==> config.mk <==
export PLATFORM = sky130hd
export DESIGN_NAME = unload_sequencer
export DESIGN_NICKNAME = d
export VERILOG_FILES = /design/src/rtl/unload_sequencer.sv
export SDC_FILE = /design/constraint.sdc
export NUM_CORES = 1
export LEC_CHECK = 0
export ABC_CLOCK_PERIOD_IN_PS = 5700
export CORE_MARGIN = 4
export CORE_UTILIZATION = 52
export CTS_CLUSTER_SIZE = 20
export DETAILED_ROUTE_END_ITERATION = 16
export HOLD_SLACK_MARGIN = 0.12
export PLACE_DENSITY = 0.74
export SYNTH_ARGS = -nofsm -noshare
export SYNTH_HDL_FRONTEND = slang
export SYNTH_SLANG_ARGS = --single-unit
export TNS_END_PERCENT = 100
==> constraint.sdc <==
create_clock -name clk -period 5.7 [get_ports clk]
set_clock_uncertainty 0.1 [all_clocks]
set_input_delay 1.71 -clock clk [delete_from_list [all_inputs] [get_ports clk]]
set_output_delay 1.71 -clock clk [all_outputs]
set_load 0.05 [all_outputs]
==> src/rtl/unload_sequencer.sv <==
// unload_sequencer: drives N_STAGES one-hot unload strobes in ascending order.
// Each strobe stays high for a dwell latched at start, and consecutive strobes
// are separated by GAP_CYCLES all-low cycles. The block offers a start/busy/done
// handshake and a synchronous abort. Every output comes straight from a register.
module unload_sequencer #(
    parameter int N_STAGES   = 3,
    parameter int DWELL_W    = 4,
    parameter int GAP_CYCLES = 1,
    parameter int STAGE_W    = (N_STAGES > 1) ? $clog2(N_STAGES) : 1
) (
    input  logic                clk,
    input  logic                rst_n,
    input  logic                start,
    input  logic                abort,
    input  logic [DWELL_W-1:0]  dwell,
    output logic                busy,
    output logic                done,
    output logic                aborted,
    output logic [N_STAGES-1:0] unload,
    output logic [STAGE_W-1:0]  stage_idx
);

    // The gap counter counts 0..GAP_CYCLES-1, so it never has to wrap.
    localparam int GAP_W = (GAP_CYCLES > 1) ? $clog2(GAP_CYCLES) : 1;
    localparam logic [GAP_W-1:0]   GAP_LAST   = GAP_W'((GAP_CYCLES > 0) ? GAP_CYCLES - 1 : 0);
    localparam logic [GAP_W-1:0]   GAP_ZERO   = GAP_W'(0);
    localparam logic [GAP_W-1:0]   GAP_ONE    = GAP_W'(1);
    localparam logic [STAGE_W-1:0] STAGE_LAST = STAGE_W'(N_STAGES - 1);
    localparam logic [STAGE_W-1:0] STAGE_ZERO = STAGE_W'(0);
    localparam logic [STAGE_W-1:0] STAGE_ONE  = STAGE_W'(1);
    localparam logic [DWELL_W-1:0] DWELL_ZERO = DWELL_W'(0);
    localparam logic [DWELL_W-1:0] DWELL_ONE  = DWELL_W'(1);

    typedef enum logic [1:0] {
        ST_IDLE   = 2'd0,
        ST_UNLOAD = 2'd1,
        ST_GAP    = 2'd2,
        ST_DONE   = 2'd3
    } state_t;

    state_t              state_r;
    state_t              state_s;
    logic [DWELL_W-1:0]  dwell_r;
    logic [DWELL_W-1:0]  dwell_s;
    logic [DWELL_W-1:0]  cnt_r;
    logic [DWELL_W-1:0]  cnt_s;
    logic [GAP_W-1:0]    gap_cnt_r;
    logic [GAP_W-1:0]    gap_cnt_s;
    logic [STAGE_W-1:0]  stage_r;
    logic [STAGE_W-1:0]  stage_s;
    logic                done_s;
    logic                aborted_s;
    logic [N_STAGES-1:0] unload_s;
    logic                busy_s;
    logic [N_STAGES-1:0] unload_r;
    logic                busy_r;
    logic                done_r;
    logic                aborted_r;

    // Decode a stage index into its one-hot strobe pattern.
    function automatic logic [N_STAGES-1:0] stage_onehot(input logic [STAGE_W-1:0] idx);
        logic [N_STAGES-1:0] oh;
        oh = '0;
        for (int i = 0; i < N_STAGES; i++) begin
            if (idx == STAGE_W'(i)) begin
                oh[i] = 1'b1;
            end else begin
                oh[i] = 1'b0;
            end
        end
        return oh;
    endfunction

    // Next-state, counter and pulse decisions for the sequencer.
    always_comb begin
        state_s   = state_r;
        dwell_s   = dwell_r;
        cnt_s     = cnt_r;
        gap_cnt_s = gap_cnt_r;
        stage_s   = stage_r;
        done_s    = 1'b0;
        aborted_s = 1'b0;
        case (state_r)
            ST_IDLE: begin
                // A simultaneous abort blocks the start.
                if (start && !abort) begin
                    dwell_s   = (dwell == DWELL_ZERO) ? DWELL_ONE : dwell;
                    stage_s   = STAGE_ZERO;
                    cnt_s     = DWELL_ZERO;
                    gap_cnt_s = GAP_ZERO;
                    state_s   = ST_UNLOAD;
                end else begin
                    state_s = ST_IDLE;
                end
            end
            ST_UNLOAD: begin
                if (abort) begin
                    state_s   = ST_IDLE;
                    aborted_s = 1'b1;
                    cnt_s     = DWELL_ZERO;
                end else if (cnt_r == (dwell_r - DWELL_ONE)) begin
                    cnt_s = DWELL_ZERO;
                    if (stage_r == STAGE_LAST) begin
                        state_s = ST_DONE;
                        done_s  = 1'b1;
                    end else if (GAP_CYCLES > 0) begin
                        state_s   = ST_GAP;
                        gap_cnt_s = GAP_ZERO;
                    end else begin
                        // No gap: the next strobe follows immediately.
                        stage_s = stage_r + STAGE_ONE;
                        state_s = ST_UNLOAD;
                    end
                end else begin
                    cnt_s = cnt_r + DWELL_ONE;
                end
            end
            ST_GAP: begin
                if (abort) begin
                    state_s   = ST_IDLE;
                    aborted_s = 1'b1;
                    gap_cnt_s = GAP_ZERO;
                end else if (gap_cnt_r == GAP_LAST) begin
                    gap_cnt_s = GAP_ZERO;
                    stage_s   = stage_r + STAGE_ONE;
                    cnt_s     = DWELL_ZERO;
                    state_s   = ST_UNLOAD;
                end else begin
                    gap_cnt_s = gap_cnt_r + GAP_ONE;
                end
            end
            ST_DONE: begin
                // Start is only sampled in IDLE, so a held start restarts one cycle later.
                state_s = ST_IDLE;
            end
            default: begin
                state_s   = ST_IDLE;
                cnt_s     = DWELL_ZERO;
                gap_cnt_s = GAP_ZERO;
            end
        endcase
    end

    // Output values are computed from the next state so that the registers line up with it.
    always_comb begin
        unload_s = '0;
        busy_s   = 1'b0;
        if (state_s == ST_UNLOAD) begin
            unload_s = stage_onehot(stage_s);
        end else begin
            unload_s = '0;
        end
        if (state_s != ST_IDLE) begin
            busy_s = 1'b1;
        end else begin
            busy_s = 1'b0;
        end
    end

    // State, counter and latched-dwell registers.
    always_ff @(posedge clk or negedge rst_n) begin
        if (!rst_n) begin
            state_r   <= ST_IDLE;
            dwell_r   <= DWELL_ZERO;
            cnt_r     <= DWELL_ZERO;
            gap_cnt_r <= GAP_ZERO;
            stage_r   <= STAGE_ZERO;
        end else begin
            state_r   <= state_s;
            dwell_r   <= dwell_s;
            cnt_r     <= cnt_s;
            gap_cnt_r <= gap_cnt_s;
            stage_r   <= stage_s;
        end
    end

    // Registered outputs.
    always_ff @(posedge clk or negedge rst_n) begin
        if (!rst_n) begin
            unload_r  <= '0;
            busy_r    <= 1'b0;
            done_r    <= 1'b0;
            aborted_r <= 1'b0;
        end else begin
            unload_r  <= unload_s;
            busy_r    <= busy_s;
            done_r    <= done_s;
            aborted_r <= aborted_s;
        end
    end

    assign unload    = unload_r;
    assign busy      = busy_r;
    assign done      = done_r;
    assign aborted   = aborted_r;
    assign stage_idx = stage_r;

endmodule
; ---- Word level (Yosys, flattened, before mapping)
; Index checks and enable logic that the tools add are counted.
[op_classes]
n_reduce_logical = 11
n_mux = 36
eq_ne = 14
add_sub_neg = 4
[op_table]
columns = cell, count
row1 = 4-bit two-way mux, 6
row2 = 1-bit two-way mux, 18
row3 = 2-bit two-way mux, 7
row4 = 2-bit inequality test (second input constant), 6
row5 = 4-bit case mux with 3 select lines, 1
row6 = 2-bit == test (second input constant), 4
row7 = 2-bit case mux with 4 select lines, 1
row8 = 2-bit by 1-bit == test with 1-bit output (second input constant), 3
row9 = 5-bit AND reduction, 1
row10 = 4-bit by 1-bit adder with 4-bit output (second input constant), 1
row11 = 4-bit == test, 1
row12 = 2-bit zero test, 2
row13 = 4-bit zero test, 1
row14 = 2-bit case mux with 2 select lines, 1
row15 = 4-bit AND reduction, 1
row16 = 4-bit by 1-bit subtractor with 4-bit output (second input constant), 1
row17 = 3-bit two-way mux, 1
row18 = 1-bit case mux with 3 select lines, 1
row19 = 3-bit nonzero test, 1
row20 = 2-bit by 1-bit adder with 2-bit output (second input constant), 1
row21 = 2-bit AND reduction, 1
row22 = 2-bit nonzero test, 1
row23 = 2-bit OR reduction, 1
row24 = 1-bit adder (second input constant), 1
row25 = other kinds (2), 2
[totals]
ff_bits = 19
word_cells = 74
output_inout_bits = 8
inputBits = 8

; ---- Depth between registers and ports, before layout
[depth]
depth_word = 7
mapped_depth = 7
mapped_depth_nobuf = 7

; ---- Worst setup path after synthesis
; No wires, ideal clock.
[synth_path]
path_kind = input to register
start = in start
end = reg dwell_r[1]
required_time_ns = 5.475
n_path_buf = 1
setup_slack_ns = 2.992
stages = 4
arrival_ns = 2.483
cell_sequence = inv_1 -> or3_1 -> clkbuf_1 -> mux2_2
[synth_between]
elab_chain_len = 2
[synth_rtl]
columns = item, line_no
row1 = start: declaration, 13  ; input logic start,
row2 = 1-bit logical AND, 86  ; if (start && !abort) begin
row3 = 2-bit AND reduction (no line), --
row4 = end signal: assignment, 170  ; dwell_r <= dwell_s;
row5 = end: declaration, 43  ; logic [DWELL_W-1:0] dwell_r;
; Every way passes these cells.
; A chain may end at the register's enable or synchronous reset.

; ---- Worst setup path in the final report
[layout_path]
start = reg stage_r[0], in the netlist stage_idx[0]
end = out stage_idx[0]
[layout_lines]
columns = item, line_no
row1 = start: declaration, 49  ; logic [STAGE_W-1:0] stage_r;
row2 = start signal: assignment, 173  ; stage_r <= stage_s;
row3 = end: declaration, 20  ; output logic [STAGE_W-1:0] stage_idx
; No word-level cell between the ends.

==> metrics.cfg <==
[status]
status=finished clean

[critical_path]
crit_type=flop to output pin
critPathLaunchType=flop
r2r_cells=6
crit_chain=clkdlybuf4s50_1
critPathCaptureType=output pin
critical_path_depth=1
slowest_stage=clkdlybuf4s50_1
arrival_ns=1.50
crit_family=buffers and inverters
crit_buf_inv=1
rrSetupSlack_ns=3.64
r2r_end=unload[0]
crit_required_ns=3.89
endpoint=stage_idx[0]
worstSetupStartpoint=stage_idx[0]
reg2reg_from=dwell_r[0]
cp_max_fo=4
slowest_delay_ns=0.82

[global_routing]
antenna_found_initial=0
grt_pass1_vias=747
overflow=0
grt_use_total_pct=16.5
grt_pass1_wl_mm=3.22
grt_max_degree=19

[placed_design]
io_buffer_count=15
dp_hpwl_mm=1.36
place.gp.congestion=0.738

[synth]
yosys.area_share.simple_pct=18.3
syn_area_per_cell_um2=10.5
synth_top_flop_cell=dfrtp_1
synth_fp_nets=106
yosysSeqAreaShare_pct=47.3
synthCells=91
yosysWarnings=0
synth-edff-count=0
syn_area_um2=952
yosysUniqueCellTypes=27
ys_seq_elements=18
synthArstFlopShare_pct=100
synth-compound-area-share_pct=10.8
synth_xor_area_share_pct=5.52
synth_mux_area_share_pct=4.60
synth_top_family_by_area=simple AND/OR/NAND/NOR gates
synthAdderAreaFrac_pct=9.20

[clock_tree]
clockRootBuffer=clkbuf_4
holdBufCountCts=0
cts_buffer_depth=2
cts_max_level=1
cts-buffers-inserted=3
clk_latency_ns=0.29
cts_tree=built
postCtsSetupBuffers=0
cts_resized=0
clock-sinks=18
clk_pin_slew_worst_paths_ns=0.10

[timing]
setup_violations=0
slew_headroom_pct=49.5
rsz0062_at_grt=false
hold_viol=0
period_share_pct=58.0
fmax_ghz=0.302
final.setup.tns_ns=0
worstMarginPinSlew_ns=0.756
hold_ws_ns=0.449
final.min_clock_period_ns=3.31
maxSlewViolCount=0

[finish]
drive_gt1_share_pct=10.1
final-seq-area_um2=450
fill_cells=149
syn2layout_area_growth_pct=22.5
antennaDiodeCount=0
multiInputGateArea_um2=460
nets=125

[die]
start_util_pct=55.1
die_h_um=50.8
dieArea_um2=2580
num_rows=15
pin_count=16
die_w_um=50.8
core_um2=1730

[detailed_routing]
routedWlPerCell_um=12.7
drtAntennaViolNets=0
drtIter0Drc=24
via_count=682
dr.pass1.iters=4
drt_wl_total_mm=1.70
drc_errors=0
via_per_inst=5.09

[pwr]
power_density_nw_per_um2=395
vdd_drop_max_mv=0.282
power.leakage_nw=0.543

[run]
maxCapViolCount=0

[hold_path]
worstHoldStart=dwell_r[3]
hp-class=flop to flop

==> cells in the mapped netlist (2+ instances only) <==
cell type / n / area [µm²]
mux2_2: 3 / 33.8
a21o_1: 2 / 15.0
xnor2_1: 6 / 52.6
nor3_1: 2 / 10.0
nor2_1: 2 / 7.51
a21oi_1: 7 / 35.0
nor2b_1: 3 / 18.8
nor4_1: 2 / 12.5
dfrtp_1: 18 / 450
inv_1: 10 / 37.5
nand2b_1: 3 / 18.8
ha_1: 7 / 87.6
o21ai_0: 5 / 25.0
nand2_1: 8 / 30.0
==> cell usage in the layout (no fill, tap or decap), types with 2 or more instances in the layout <==
master / instances
dfrtp_1: 18
clkdlybuf4s50_1: 15
inv_1: 10
nand2_1: 8
a21oi_1: 7
ha_1: 7
xnor2_1: 6
o21ai_0: 5
nand2b_1: 3
nor2b_1: 3
mux2_2: 3
clkbuf_4: 3
nor2_1: 2
a21o_1: 2
nor4_1: 2
nor3_1: 2
==> registers in the layout (all words and copies together) (netlist names) <==
name	cells
aborted	1
busy	1
cnt_r	4
done	1
dwell_r	4
stage_idx	2
state_r	2
unload	3
==> worst min-delay path by stage <==
stage | cells past startpoint | to
finish | 1 | dwell_r[3]
global route | 1 | dwell_r[3]
CTS | 1 | dwell_r[3]
detailed placement | 1 | dwell_r[3]
global placement | 1 | dwell_r[3]
floorplan | 1 | dwell_r[3]
==> per-stage QoR <==
stage	worst slack (ns)	std cells	utilization [%]	cell area, µm²	power [W]
final	2.39	134	67.5	1170	0.000460
after detailed placement	2.34	130	65.4	1130	0.000387
after floorplan	2.99	91	-	952	0.000335
after global placement	2.37	130	65.4	1130	0.000381
after CTS	2.39	134	67.5	1170	0.000464
after global routing	2.33	134	67.5	1170	0.000500
==> metal layers <==
| metal | wire [µm] | part of all wire, % | GRT usage (%) | up-vias |
|---|---|---|---|---|
| met5 | 0 | 0 | 0 | - |
| met4 | 27 | 1.6 | 5.38 | 0 |
| met3 | 69 | 4.1 | 3.26 | 6 |
| met2 | 844 | 50 | 28.7 | 21 |
| met1 | 760 | 45 | 20.4 | 314 |
| li1 | - | - | - | 341 |
==> final cells by class <==
| cell class | instances | share of cell area (%) |
|---|---|---|
| Inverter | 10 | 3.22 |
| Timing Repair Buffer | 15 | 12.9 |
| Tap cell | 25 | 2.68 |
| Multi-Input combinational cell | 62 | 39.5 |
| Sequential cell | 18 | 38.6 |
| Clock buffer | 4 | 3.11 |
==> logic make-up after synthesis <==
logic type / after synthesis
compound gates: 17
xor+xnor: 6
fa+ha+maj: 7
buf+inv: 11
flops: 18
mux: 4
simple gates: 28
==> power by group <==
group          leakage, nW  internal (W)  switching (W)
Sequential           0.237      0.000155      0.0000243
Combinational        0.284     0.0000860       0.000118
Clock               0.0210     0.0000389      0.0000380
Total                0.543      0.000280       0.000180
Note: power is estimated with default switching activity, not from simulation.
